==> src/rtl/t_toggle_counter.sv <==
// rtl/t_toggle_counter.sv - modulo-MOD up/down counter built from T-type toggle stages
//
// Purpose:
//   Synchronous modulo-MOD up/down counter. Each cycle it forms the toggle
//   vector T_VEC = Q ^ next_Q and applies it to the state register
//   (Q <= Q ^ T_VEC). T_VEC is exported so downstream toggle stages can be
//   driven from it. TC cascades into the EN of the next counter.
//
// Optional feature:
//   T_TOGGLE_COUNTER_SATURATE_EN - when defined, the counter holds at MOD-1
//   when counting up and at 0 when counting down, instead of wrapping. TC
//   still pulses for every attempted step at the limit. Ports are identical.
//
// Ports:
//   CLK     in   rising-edge clock
//   RST_N   in   asynchronous active-low reset (Q -> 0)
//   EN      in   count enable, one step per cycle
//   UP      in   direction, 1 = increment, 0 = decrement
//   LOAD    in   synchronous parallel load, priority over EN
//   D       in   load value, clamped to MOD-1
//   Q       out  current count (registered)
//   Q_Prime out  ~Q
//   T_VEC   out  toggle vector for the coming edge (combinational)
//   TC      out  terminal count (combinational)

module t_toggle_counter #(
  parameter int WIDTH = 4,
  parameter int MOD   = 10
) (
  input  logic             CLK,
  input  logic             RST_N,
  input  logic             EN,
  input  logic             UP,
  input  logic             LOAD,
  input  logic [WIDTH-1:0] D,
  output logic [WIDTH-1:0] Q,
  output logic [WIDTH-1:0] Q_Prime,
  output logic [WIDTH-1:0] T_VEC,
  output logic             TC
);

  // Terminal value held one bit wider so MOD == 2**WIDTH still compares
  // correctly against D and Q.
  localparam logic [WIDTH:0] MAX = MOD[WIDTH:0] - 1'b1;

  logic [WIDTH:0]   q_ext;
  logic [WIDTH:0]   d_ext;
  logic [WIDTH-1:0] next_q;
  logic             at_top;
  logic             at_bottom;

  assign q_ext     = {1'b0, Q};
  assign d_ext     = {1'b0, D};
  // Up-count treats any illegal value (>= MOD) as terminal so it recovers to 0.
  assign at_top    = (q_ext >= MAX);
  assign at_bottom = (Q == '0);

  always_comb begin
    next_q = Q;
    if (LOAD) begin
      next_q = (d_ext <= MAX) ? D : MAX[WIDTH-1:0];
    end else if (EN) begin
      if (UP) begin
        if (at_top) begin
`ifdef T_TOGGLE_COUNTER_SATURATE_EN
          next_q = Q;
`else
          next_q = '0;
`endif
        end else begin
          next_q = Q + 1'b1;
        end
      end else begin
        if (at_bottom) begin
`ifdef T_TOGGLE_COUNTER_SATURATE_EN
          next_q = Q;
`else
          next_q = MAX[WIDTH-1:0];
`endif
        end else begin
          next_q = Q - 1'b1;
        end
      end
    end
  end

  assign T_VEC   = Q ^ next_q;
  assign Q_Prime = ~Q;
  // TC flags exactly MOD-1 (not illegal values) so cascades see one pulse per wrap.
  assign TC      = EN & ~LOAD & (UP ? (q_ext == MAX) : at_bottom);

  always_ff @(posedge CLK or negedge RST_N) begin
    if (!RST_N) begin
      Q <= '0;
    end else begin
      Q <= Q ^ T_VEC;
    end
  end

endmodule

==> config.mk <==
export PLATFORM = sky130hd
export DESIGN_NAME = t_toggle_counter
export DESIGN_NICKNAME = d
export VERILOG_FILES = /design/src/rtl/t_toggle_counter.sv
export SDC_FILE = /design/constraint.sdc
export NUM_CORES = 1
export LEC_CHECK = 0
export CORE_ASPECT_RATIO = 1.2
export CORE_MARGIN = 2
export CORE_UTILIZATION = 35
export CTS_BUF_LIST = sky130_fd_sc_hd__clkbuf_8
export DETAILED_ROUTE_END_ITERATION = 16
export HOLD_SLACK_MARGIN = 0.08
export PLACE_DENSITY = 0.68
export SLEW_MARGIN = 10
export SYNTH_ARGS = -nofsm -noshare
export SYNTH_HDL_FRONTEND = slang
export SYNTH_SLANG_ARGS = --single-unit
==> constraint.sdc <==
create_clock -name CLK -period 3.7 [get_ports CLK]
set_clock_uncertainty 0.1 [all_clocks]
set_input_delay 1.11 -clock CLK [delete_from_list [all_inputs] [get_ports CLK]]
set_output_delay 1.11 -clock CLK [all_outputs]
set_load 0.05 [all_outputs]
==> qor.yml <==
status: "finished clean"
h-tree-depth: 1
dp_cells: 129
hold_ws_ps: 624
fin_crit_ps: 3660
fin_crit_sh_pct: 99.0
worst_slew_pin_slew_ps: 495
p_int_mw: 0.245
ctsHoldBuffers: 0
nets: 133
synth-main-ff-cell: "dfrtp_1"
ir_worst_vdd_mv: 0.268
critPathCaptureType: "output pin"
syn-cell-area_sq_um: 622
ys_types: 39
cts_made_buffers: 3
power.share.sequential_pct: 14.5
swShare_pct: 42.3
power.total_mw: 0.425
fmax_mhz: 273
power.switching_mw: 0.180
max_slew_margin_pct: 66.9
antenna_found_initial: 0
path_cells: "buf_2 > buf_6 > and3_4 > or4_4 > a32oi_4 > buf_12"
setup_violations: 0
die_area_sq_um: 2130
critPathMaxStageDelay_ps: 540
rows: 16
seq_area_frac_synth_pct: 16.1
top_register: "Q"
synth_area_per_cell_sq_um: 7.49
path_class: "in2out"
grt_pass1_wl_mm: 3.33
power.leakage_nw: 0.475
power_density_nw_per_um2: 364
pwr-share-clk_pct: 21.7
finalMaxSlewViolations: 0
overflow: 0
vias: 800
grt_pass1_vias: 741
synth_largest_area_cell: "dfrtp_1"
required_ps: 2490
antenna_cells: 0
largest_reg_flops: 4
slowest_stage: "or4_4"
cp.arrival_ps: 2450
comb_power_share_pct: 63.9
place.gp.congestion: 0.928
clk_pin_slew_ps: 30
ys_seq_elements: 4
async_flop_share_pct: 100
dpl-instance-area_sq_um: 1020
firstDrtPassIters: 4
drtIter0Drc: 11
synth_area_leaders: "dfrtp_1 (16%), ha_1 (8.0%), a21oi_1 (6.4%), inv_1 (4.2%), nor2_1 (4.2%)"
track_usage_pct: 20.3
cp_max_fo: 7
start_util_pct: 37.4
cts.sinks: 4
post-route-cell-area_sq_um: 1170
fin_cells: 136
syn_to_final_growth_pct: 87.5
maxCapViolations: 0
drive_gt1_share_pct: 39.0
grt_max_degree: 16
cts_root_buf: "clkbuf_8"
yosys-top-cells-count: "a21oi_1 (8), inv_1 (7), nor2_1 (7)"
tns_ps: 0
clock_latency_ps: 220
io_pins: 22
ant_nets: 0
ys_warn_count: 0
die_w_microns: 42.5
drt-total-wl_mm: 2.01
hold_class: "reg2reg"
drt-vias-per-instance: 5.88
critPathLaunchType: "input port"
tritoncts: "yes"
syn_nets: 96
io_buffers: 21
cts_max_path_buffers: 2
hpwl_mm: 1.43
finalHoldViolations: 0
reg_top3: "Q: 4 flops"
die_y_microns: 50.2
synth_edf_count: 0
rsz0062_at_grt: "true"
syn-instance-count: 83
synth.most_common_cell: "a21oi_1"
synth_top_area_share_pct: 16.1
drc: 0
wl_per_cell_microns: 14.8
core_area_sq_um: 1660
-- cell families after synthesis --
| kind of cell | after synthesis | share of synthesized area (%) |
|---|---|---|
| adders and majority gates | 4 | 8.05 |
| muxes | 1 | 1.61 |
| buffers and inverters | 12 | 8.45 |
| xor gates and xnor gates | 1 | 1.41 |
| and+or+nand+nor | 30 | 29.6 |
| AOI/OAI and AO/OA | 31 | 34.8 |
| DFF | 4 | 16.1 |
-- layout make-up --
| type | instances | area, sq um |
|---|---|---|
| clock buffer | 3 | 41.3 |
| fill | 138 | 495 |
| tap | 18 | 22.5 |
| sequential | 4 | 103 |
| timing repair buffer | 37 | 393 |
| multi-input combinational | 67 | 574 |
| inverter | 7 | 32.5 |
-- power groups by stage --
stage               combinational (mW)  clock [mW]  sequential (mW)
CTS                              0.264      0.0939           0.0603
detailed placement               0.244           0           0.0598
global placement                 0.242           0           0.0601
floorplan                        0.136           0           0.0742
global route                     0.287      0.0964           0.0624
finish                           0.271      0.0920           0.0615
-- layout by cell type (no fill, tap or decap), types with 2 or more instances in the layout --
cell type / synthesis / layout
a21oi_1: 8 / 7
nor2_1: 7 / 7
dfrtp_2: 0 / 2
ha_4: 0 / 2
buf_6: 1 / 2
o21ai_0: 4 / 3
nand2b_1: 4 / 3
dfrtp_1: 4 / 2
buf_4: 0 / 14
clkbuf_8: 0 / 3
dlygate4sd2_1: 0 / 2
inv_1: 7 / 4
clkdlybuf4s50_1: 0 / 13
nand2_1: 4 / 3
ha_1: 4 / 2
o31ai_1: 3 / 2
buf_12: 0 / 4
-- per-stage QoR --
stage | utilization [%] | setup slack, ps
2_1_floorplan | - | -280
3_3_place_gp | 61.4 | -435
3_5_place_dp | 61.4 | -390
4_1_cts | 68.0 | 1.04
5_1_grt | 70.2 | -7.00
6_report | 70.2 | 36.4
-- repair_timing --
action | CTS | global route
pin swaps | 5 | 3
setup buffers | 1 | 3
setup endpoints to repair | 4 | 3
gates resized for setup | 20 | 4
-- critical path: cells and delay by family --
family                 cells  cell delay, ps
and+or+nand+nor            2             710
AOI/OAI and AO/OA          1             200
buffers and inverters      3             430
-- final timing paths --
check / end / slack [ps] / start / cells past startpoint
worst max register to register: Q[2]$_DFF_PN0_ / 1710 / Q[1]$_DFF_PN0_ / 7
max in group asynchronous: Q[0]$_DFF_PN0_ / 2330 / RST_N / 1
min in group asynchronous: Q[2]$_DFF_PN0_ / 990 / RST_N / 1
worst max-delay path: T_VEC[2] / 40 / UP / 6
worst min-delay path: Q[0]$_DFF_PN0_ / 620 / Q[0]$_DFF_PN0_ / 3
worst min register to register: Q[0]$_DFF_PN0_ / 620 / Q[0]$_DFF_PN0_ / 3
-- metal layers --
layer | track usage (%) | share of wire (%) | vias to the layer above
met3 | 3.24 | 3.2 | 4
li1 | - | - | 387
met1 | 25.6 | 45 | 387
met4 | 9.38 | 1.3 | 0
met5 | 0 | 0 | -
met2 | 33.6 | 51 | 22
(Power assumes the default switching activity.)
